--- src/rtl/ysyx_23060124_ifu_fetch_pkg.sv ---
// Shared core constants for the instruction fetch unit.
package ysyx_23060124_ifu_fetch_pkg;

  localparam int unsigned XLEN      = 32;
  localparam int unsigned RESP_W    = 2;
  localparam int unsigned STATE_W   = 2;

  localparam logic [XLEN-1:0]   RESET_PC_DEF = 32'h8000_0000;
  localparam logic [XLEN-1:0]   INS_NOP      = 32'h0000_0013;
  localparam logic [RESP_W-1:0] RESP_OKAY    = 2'b00;

  typedef enum logic [STATE_W-1:0] {
    S_AR   = 2'd0,
    S_R    = 2'd1,
    S_OUT  = 2'd2,
    S_WAIT = 2'd3
  } ifu_state_e;

endpackage

--- src/rtl/ysyx_23060124_ifu_fetch.sv ---
// Instruction fetch unit: issues one read per retired instruction and hands
// the fetched word to decode with a valid/ready handshake.
module ysyx_23060124_ifu_fetch
  import ysyx_23060124_ifu_fetch_pkg::*;
#(
  parameter logic [31:0] RESET_PC = RESET_PC_DEF
) (
  input  logic        i_clk,
  input  logic        i_rst_n,
  input  logic        i_pc_update,
  input  logic [31:0] i_npc,
  output logic [31:0] o_araddr,
  output logic        o_arvalid,
  input  logic        i_arready,
  input  logic [31:0] i_rdata,
  input  logic [1:0]  i_rresp,
  input  logic        i_rvalid,
  output logic        o_rready,
  output logic [31:0] o_ins,
  output logic [31:0] o_pc,
  output logic        o_post_valid,
  input  logic        i_post_ready,
  output logic        o_fetch_err
);

  ifu_state_e  state;
  logic [31:0] pc;
  logic [31:0] ins;
  logic        fetch_err;
  logic        arvalid;
  logic        rready;
  logic        post_valid;

  // Fetch FSM; handshake outputs are flops so they stay low while in reset
  // and only rise on the first edge after release.
  always_ff @(posedge i_clk or negedge i_rst_n) begin
    if (!i_rst_n) begin
      state      <= S_AR;
      pc         <= RESET_PC;
      ins        <= INS_NOP;
      fetch_err  <= 1'b0;
      arvalid    <= 1'b0;
      rready     <= 1'b0;
      post_valid <= 1'b0;
    end else begin
      case (state)
        S_AR: begin
          arvalid <= 1'b1;
          if (arvalid && i_arready) begin
            arvalid <= 1'b0;
            rready  <= 1'b1;
            state   <= S_R;
          end
        end
        S_R: begin
          if (i_rvalid) begin
            ins        <= i_rdata;
            rready     <= 1'b0;
            post_valid <= 1'b1;
            state      <= S_OUT;
            if (i_rresp != RESP_OKAY) begin
              fetch_err <= 1'b1;
            end
          end
        end
        S_OUT: begin
          if (i_post_ready) begin
            post_valid <= 1'b0;
            // A retire pulse coincident with the hand-off skips S_WAIT.
            if (i_pc_update) begin
              pc      <= i_npc;
              arvalid <= 1'b1;
              state   <= S_AR;
            end else begin
              state   <= S_WAIT;
            end
          end
        end
        S_WAIT: begin
          if (i_pc_update) begin
            pc      <= i_npc;
            arvalid <= 1'b1;
            state   <= S_AR;
          end
        end
        default: begin
          state <= S_AR;
        end
      endcase
    end
  end

  assign o_araddr     = pc;
  assign o_arvalid    = arvalid;
  assign o_rready     = rready;
  assign o_ins        = ins;
  assign o_pc         = pc;
  assign o_post_valid = post_valid;
  assign o_fetch_err  = fetch_err;

endmodule

--- config.mk ---
export PLATFORM = sky130hd
export DESIGN_NAME = ysyx_23060124_ifu_fetch
export DESIGN_NICKNAME = d
export VERILOG_FILES = /design/src/rtl/ysyx_23060124_ifu_fetch_pkg.sv /design/src/rtl/ysyx_23060124_ifu_fetch.sv
export SDC_FILE = /design/constraint.sdc
export NUM_CORES = 1
export LEC_CHECK = 0
export BUFFER_PORTS_ARGS = -buffer_cell sky130_fd_sc_hd__buf_2
export CAP_MARGIN = 10
export CORE_MARGIN = 4
export CORE_UTILIZATION = 48
export DETAILED_ROUTE_END_ITERATION = 6
export PLACE_DENSITY_LB_ADDON = 0.2
export SLEW_MARGIN = 20
export SYNTH_ARGS = -nofsm -noshare
export SYNTH_HDL_FRONTEND = slang
export SYNTH_SLANG_ARGS = --single-unit
--- constraint.sdc ---
create_clock -name i_clk -period 2.65 [get_ports i_clk]
set_clock_uncertainty 0.1 [all_clocks]
set_input_delay 0 -clock i_clk [delete_from_list [all_inputs] [get_ports i_clk]]
set_output_delay 0 -clock i_clk [all_outputs]
set_load 0.01 [all_outputs]
==> flow_metrics.py, run 1 <==
metrics = {
    "cells_and_area": {
        "layout_commonest_cell": "buf_2",
        "fillers": 377,
        "final_cell_mix": "buf_2, dlygate4sd3_1, dfrtp_1, mux2_2, mux2_4",
        "drive_gt1_frac": 0.614,
        "diodes": 0,
        "layout.nets": 481,
        "area_growth_pct": 53.0,
    },
    "yosys": {
        "ys_seq_area_frac": 0.574,
        "synth_top_family_by_area": "multiplexers",
        "ys.warnings.count": 0,
        "synth_mux_area_frac": 0.268,
        "synth_area_um2": 3060,
        "synth_compound_area_frac": 0.0310,
        "netlist_instances": 193,
        "synth-seq-cells": 70,
        "avgSynthCellArea_um2": 15.9,
        "synthAdderAreaFrac": 0,
        "yosys.area_share.simple": 0.0167,
        "synthXorXnorAreaFrac": 0,
        "synth_fp_nets": 265,
        "netlist-cell-type-count": 22,
    },
    "worst_setup_path": {
        "r2r_start": "state[0]",
        "path_class": "flop to flop",
        "path_max_fanout": 35,
        "arrival_ns": 1.99,
        "required_ns": 2.78,
        "critPathLaunch": "state[0]",
        "critPathLaunchType": "flop",
        "cp-end-kind": "flop",
    },
    "clock_tree": {
        "cts_root_buffer": "clkbuf_8",
        "cts_sinks": 70,
        "worst_skew_pair.late_latency_ns": 0.33,
        "cts_max_path_buffers": 2,
        "cts_tree": "built",
        "cts_max_level": 3,
        "cts_resized": 0,
        "clkTransAtPathRegs_ns": 0.08,
        "cts_inserted_buffers": 9,
    },
    "floorplanning": {
        "die_area_um2": 7720,
        "die_width_um": 87.9,
        "die_h_um": 87.9,
        "rows": 28,
        "ios": 172,
        "initial_utilization": 0.505,
        "core_um2": 6060,
    },
    "power_and_ir_drop": {
        "powerDensity_nw_per_um2": 1150,
        "ir_drop_mv": 0.799,
        "leakage_nw": 2.42,
        "total_power_w": 0.00541,
    },
    "routing": {
        "wirelength_mm": 7.63,
        "first_pass_iters": 4,
        "drc": 0,
        "drtIter0Drc": 70,
        "vias": 2271,
        "vias_per_cell": 4.64,
        "final_antenna_net_count": 0,
        "avgRoutedWirePerCell_um": 15.6,
    },
    "worst_hold_path": {
        "hold_class": "input pin to asynchronous set/reset pin",
    },
    "global_routing": {
        "grt_pass1_vias": 2405,
        "grt_pass1_wl_mm": 11.6,
        "globalRoute.totalOverflow": 0,
        "grt_max_degree": 38,
        "antenna_found_initial": 0,
        "track_usage": 0.201,
    },
    "sta": {
        "min_period_over_period": 0.704,
        "drv_slew": 0,
        "tns_ns": 0,
        "finalCriticalPeriod_ns": 1.87,
        "slew_headroom": 0.491,
        "rsz0062_at_grt": "no",
        "fmax_mhz": 536,
        "tightestPinTransition_ns": 0.764,
        "finalSetupViolCount": 0,
        "hold_violations": 0,
        "hold_ws_ns": 0.181,
    },
    "run_status": {
        "status": "finished, final reports clean",
    },
    "placement": {
        "routabilityCongestion": 0.785,
        "port_buffers": 171,
    },
    "run": {
        "drv_cap": 0,
    },
}
## area by class of cell
type,count,area (µm²),area share
inverters,2,7.51,0.00160
flip-flops and latches,70,1760,0.375
well taps,75,93.8,0.0200
clock buffers,11,151,0.0323
repair buffers,245,1600,0.342
clock inverters,5,105,0.0224
multi-input cells,81,968,0.207
## state kept, by name (all words and copies together), names as in the netlist
signal and flops:
o_rready 1, o_araddr 32, o_fetch_err 1, state 2
o_post_valid 1, o_ins 32, o_arvalid 1
## cell families (layout without fill, tap and decap cells)
kind of cell           Yosys count  count (layout)
DFF                             70              70
AOI/OAI and AO/OA               11              11
buffers and inverters           42             263
muxes                           64              64
and+or+nand+nor                  6               6
## through the flow
| step | worst slack (ns) | util | instance area [µm²] | cells |
|---|---|---|---|---|
| finish | 0.785 | 0.773 | 4690 | 489 |
| global route | 0.648 | 0.773 | 4690 | 489 |
| CTS | 0.778 | 0.773 | 4690 | 489 |
| detailed placement | 0.786 | 0.612 | 3710 | 401 |
| global placement | 0.834 | 0.612 | 3710 | 401 |
| floorplan | 1.20 | - | 3060 | 193 |
## path summary, 6_finish.rpt
| kind | cells past startpoint | slack, ns | endpoint |
|---|---|---|---|
| hold / removal | 2 | 0.18 | o_araddr[25] |
| min in group i_clk | 3 | 0.31 | o_araddr[6] |
| max in group asynchronous | 3 | 1.55 | o_ins[0] |
| hold reg to reg | 1 | 0.40 | o_fetch_err |
| setup reg to reg | 2 | 0.78 | o_ins[15] |
| setup / recovery | 2 | 0.78 | o_ins[15] |
## power by group
group / leakage [nW] / internal [W] / total, W / switching, W
clock: 0.122 / 0.000677 / 0.00107 / 0.000395
sequential: 0.817 / 0.00163 / 0.00200 / 0.000367
combinational: 1.48 / 0.00130 / 0.00234 / 0.00105
## layer usage
layer  wire length [µm]  global-route usage  vias up
met2               4020               0.362      102
met5                  0                   0        -
met4                207               0.100        0
met3                606              0.0508       15
li1                   -                   -     1067
met1               2800               0.216     1087
## cells in the mapped netlist (all sizes together)
cell | count | area share
a21bo | 1 | 0.0033
a21o | 2 | 0.0049
a21oi | 2 | 0.0033
a311oi | 1 | 0.0029
buf | 40 | 0.11
dfrtp | 66 | 0.54
dfstp | 4 | 0.034
inv | 2 | 0.0025
mux2 | 64 | 0.27
nand2b | 1 | 0.0020
nand3b | 1 | 0.0065
nor2 | 2 | 0.0025
nor3b | 1 | 0.0025
nor4bb | 1 | 0.0033
o211ai | 1 | 0.0069
o21ai | 1 | 0.0016
o21bai | 1 | 0.0025
o2bb2ai | 1 | 0.0029
o32ai | 1 | 0.0029
## critical path, cell delays in order, from the launching register on
cell and delay, ns:
dfrtp_1 0.57, nand3b_4 0.57, mux2_4 0.50
## what timing repair did
item | CTS | global route
setup buffers | 0 | 0
hold buffers | 72 | 0
hold endpoints to repair | 102 | 0
No activity file was read; power rests on OpenSTA's default activity.
==> run 2, diff against run 1 <==
Settings changed: CORE_UTILIZATION 48 to 40.
Clock period 2.65 ns to 1.65 ns, I/O delays scaled along.
==> flow_metrics.py, run 2 (synthesis gave the netlist of run 1 again) <==
metrics = {
    "routing": {
        "avgRoutedWirePerCell_um": 14.7,
        "wirelength_mm": 7.62,
        "drtIter0Drc": 40,
        "vias_per_cell": 4.47,
        "drc": 0,
        "final_antenna_net_count": 0,
        "vias": 2322,
        "first_pass_iters": 5,
    },
    "floorplanning": {
        "rows": 31,
        "die_area_um2": 9120,
        "core_um2": 7330,
        "die_h_um": 95.5,
        "initial_utilization": 0.418,
        "ios": 172,
        "die_width_um": 95.5,
    },
    "sta": {
        "slew_headroom": 0.641,
        "drv_slew": 0,
        "tightestPinTransition_ns": 0.539,
        "setup_ws_ns": 0.0945,
        "hold_ws_ns": 0.130,
        "hold_violations": 0,
        "min_period_over_period": 0.943,
        "finalSetupViolCount": 0,
        "tns_ns": 0,
        "rsz0062_at_grt": "no",
        "finalCriticalPeriod_ns": 1.56,
        "fmax_mhz": 643,
    },
    "placement": {
        "routabilityCongestion": 0.694,
        "port_buffers": 171,
        "dp_slack_ns": 0.176,
        "placedCellCount": 430,
        "hpwlAfterDp_mm": 4.91,
    },
    "clock_tree": {
        "clkTransAtPathRegs_ns": 0.08,
        "cts_sinks": 70,
        "cts_max_level": 3,
        "cts_inserted_buffers": 9,
        "cts_tree": "built",
        "cts_max_path_buffers": 2,
        "worst_skew_pair.late_latency_ns": 0.32,
        "cts_root_buffer": "clkbuf_8",
    },
    "cells_and_area": {
        "fillers": 573,
        "drive_gt1_frac": 0.612,
        "final_cell_mix": "buf_2, dlygate4sd3_1, dfrtp_1, mux2_2, mux2_4",
        "final_util": 0.645,
        "final_cells": 519,
        "layout_commonest_cell": "buf_2",
        "area_growth_pct": 54.4,
        "diodes": 0,
        "layout.nets": 487,
    },
    "power_and_ir_drop": {
        "ir_drop_mv": 0.977,
        "powerDensity_nw_per_um2": 1790,
        "leakage_nw": 2.43,
    },
    "worst_setup_path": {
        "r2r_start": "state[0]",
        "reg2reg_slack_ns": 0.09,
        "cp-end-kind": "flop",
        "ff2ff_path_depth": 4,
        "required_ns": 1.76,
        "path_max_fanout": 32,
        "critPathLaunchType": "flop",
        "timing.rr.end": "o_araddr[0]",
        "arrival_ns": 1.66,
        "path_class": "flop to flop",
    },
    "global_routing": {
        "globalRoute.totalOverflow": 0,
        "antenna_found_initial": 0,
        "grt_max_degree": 44,
        "grt_pass1_wl_mm": 11.6,
        "track_usage": 0.168,
        "grt_pass1_vias": 2422,
    },
    "run": {
        "drv_cap": 0,
    },
    "worst_hold_path": {
        "hold_class": "input pin to asynchronous set/reset pin",
    },
    "run_status": {
        "status": "finished, final reports clean",
    },
}
[run 2: cell types whose count changed in the layout (fill, tap and decap cells not counted), sizes merged]
| cell | delta |
|---|---|
| buf | +6 |
| bufinv | -2 |
| clkbuf | +4 |
| clkinvlp | -2 |
[run 2: critical path, stage by stage, from the launching register on]
cell and delay [ns]:
dfrtp_2 0.40, buf_4 0.15, o211ai_4 0.19, buf_12 0.22
mux2_2 0.36
[run 2: stage by stage]
stage | instance area (µm²) | total power, W
after floorplan | 3060 | 0.00585
after global placement | 3800 | 0.00684
after detailed placement | 3800 | 0.00692
after CTS | 4720 | 0.00848
after global routing | 4730 | 0.00896
final | 4730 | 0.00845
[run 2: worst max-delay path by stage]
stage,from,to,slack [ns],cells past startpoint
CTS,state[0],o_post_valid,0.02,4
global route,state[0],o_post_valid,0.05,4
finish,state[0],o_araddr[0],0.09,4
floorplan,state[0],o_araddr[21],0.20,4
global placement,state[0],o_araddr[17],0.20,3
detailed placement,state[0],o_araddr[20],0.18,3
[run 2: repair_timing]
item,CTS,global route
endpoints found under the hold margin,139,0
hold buffers,72,0
buffers inserted,0,1
resized for setup,0,1
endpoints found under the setup margin,0,1
[run 2: final cells by class]
class                      instances  area (µm²)  area share
clock inverter                     1        30.0     0.00635
clock buffer                      15         166      0.0352
timing repair buffer             251        1670       0.354
sequential                        70        1760       0.372
tap                               99         124      0.0262
multi-input combinational         81         968       0.205
inverter                           2        7.51     0.00159
[run 2: power by group]
part | internal (W) | switching [W] | total [W]
clock network | 0.000785 | 0.000587 | 0.00137
registers | 0.00262 | 0.000555 | 0.00318
logic | 0.00216 | 0.00174 | 0.00390
total | 0.00557 | 0.00288 | 0.00845
[run 2: layer usage]
layer	GRT usage	vias to the layer above	routed length [µm]
met5	0	-	0
met4	0.0877	0	201
met3	0.0474	19	716
met2	0.306	116	3890
met1	0.174	1111	2820
li1	-	1076	-
==> run 3, diff against run 2 <==
Settings changed: RECOVER_POWER set to 50.
==> flow_metrics.py, run 3 (synthesis gave the netlist of run 1 again) <==
metrics = {
    "global_routing": {
        "globalRoute.totalOverflow": 0,
        "grt_max_degree": 44,
        "grt_pass1_wl_mm": 11.6,
        "antenna_found_initial": 0,
        "track_usage": 0.168,
        "grt_pass1_vias": 2422,
    },
    "cells_and_area": {
        "final_util": 0.636,
        "layout_commonest_cell": "buf_2",
        "layout.nets": 487,
        "diodes": 0,
        "area_growth_pct": 52.2,
        "drive_gt1_frac": 0.490,
        "final_cell_mix": "buf_2, dlygate4sd3_1, dfrtp_1, clkbuf_1, mux2_2",
    },
    "clock_tree": {
        "clkTransAtPathRegs_ns": 0.08,
        "cts_inserted_buffers": 9,
        "cts_max_level": 3,
        "cts_max_path_buffers": 2,
        "worst_skew_pair.late_latency_ns": 0.32,
        "cts_sinks": 70,
        "cts_root_buffer": "clkbuf_8",
        "cts_tree": "built",
    },
    "worst_hold_path": {
        "hold_class": "input pin to asynchronous set/reset pin",
    },
    "placement": {
        "routabilityCongestion": 0.694,
        "dp_slack_ns": 0.176,
        "hpwlAfterDp_mm": 4.91,
        "port_buffers": 171,
    },
    "sta": {
        "tightestPinTransition_ns": 0.656,
        "fmax_mhz": 643,
        "drv_slew": 0,
        "rsz0062_at_grt": "no",
        "min_period_over_period": 0.943,
        "finalCriticalPeriod_ns": 1.56,
        "finalSetupViolCount": 0,
        "setup_ws_ns": 0.0947,
        "hold_ws_ns": 0.228,
        "hold_violations": 0,
        "tns_ns": 0,
        "slew_headroom": 0.563,
    },
    "worst_setup_path": {
        "required_ns": 1.76,
        "path_class": "flop to flop",
        "arrival_ns": 1.66,
        "path_max_fanout": 32,
        "critPathLaunchType": "flop",
        "cp-end-kind": "flop",
    },
    "run": {
        "drv_cap": 0,
    },
    "floorplanning": {
        "rows": 31,
        "ios": 172,
        "die_width_um": 95.5,
        "die_h_um": 95.5,
        "die_area_um2": 9120,
        "initial_utilization": 0.418,
        "core_um2": 7330,
    },
    "routing": {
        "wirelength_mm": 7.65,
        "drc": 0,
        "vias": 2326,
        "highest_layer": "met4",
        "m1WireLength_mm": 2.87,
        "avgRoutedWirePerCell_um": 14.7,
        "route.met2.wl_mm": 3.90,
        "vias_per_cell": 4.48,
        "first_pass_iters": 5,
        "met3_wirelength_um": 684,
        "drtIter0Drc": 51,
        "final_antenna_net_count": 0,
    },
    "run_status": {
        "status": "finished, final reports clean",
    },
    "power_and_ir_drop": {
        "leakage_nw": 2.29,
        "ir_drop_mv": 0.938,
        "total_power_w": 0.00830,
        "powerDensity_nw_per_um2": 1780,
    },
}
-- run 3: changes by cell type in the layout (fill, tap and decap cells not counted), sizes merged --
cell    change
buf        -52
clkbuf     +52
-- run 3: critical path, stage by stage (launching register included) --
cell and delay [ns]:
dfrtp_2 0.40, buf_4 0.15, o211ai_4 0.19, buf_12 0.22, mux2_2 0.36
-- run 3: final cells by class --
type | count | area (µm²)
clock inverter | 1 | 30.0
multi-input combinational | 81 | 968
inverter | 2 | 7.51
clock buffer | 15 | 166
fill | 610 | 2670
tap | 99 | 124
sequential | 70 | 1760
timing repair buffer | 251 | 1610
-- run 3: timing repair --
item                                    CTS  global route
endpoints found under the setup margin    0             1
hold endpoints to repair                139             0
gates resized for setup                   0             1
hold buffers                             72             0
setup buffers                             0             1
-- run 3: worst paths after layout --
| check | start | end | slack [ns] | depth (start not counted) |
|---|---|---|---|---|
| setup / recovery | state[0] | o_araddr[0] | 0.09 | 4 |
| max in group asynchronous | i_rst_n | o_ins[25] | 0.75 | 3 |
| hold / removal | i_rst_n | o_araddr[18] | 0.23 | 3 |
| hold reg to reg | o_fetch_err | o_fetch_err | 0.37 | 1 |
| min in group i_clk | i_npc[28] | o_araddr[28] | 0.32 | 3 |
| setup reg to reg | state[0] | o_araddr[0] | 0.09 | 4 |
-- run 3: routing by layer --
layer,up-vias,GRT usage
met5,-,0
met4,0,0.0877
met3,19,0.0474
met2,117,0.306
met1,1114,0.174
li1,1076,-
-- run 3: stage by stage --
stage | cells | area (µm²)
floorplan | 193 | 3060
global placement | 430 | 3800
detailed placement | 430 | 3800
CTS | 518 | 4720
global route | 519 | 4660
finish | 519 | 4660
-- run 3: report_power, final --
| part | internal, W | leakage (nW) | switching, W |
|---|---|---|---|
| logic | 0.00199 | 1.37 | 0.00174 |
| registers | 0.00263 | 0.816 | 0.000576 |
| clock network | 0.000785 | 0.0979 | 0.000586 |
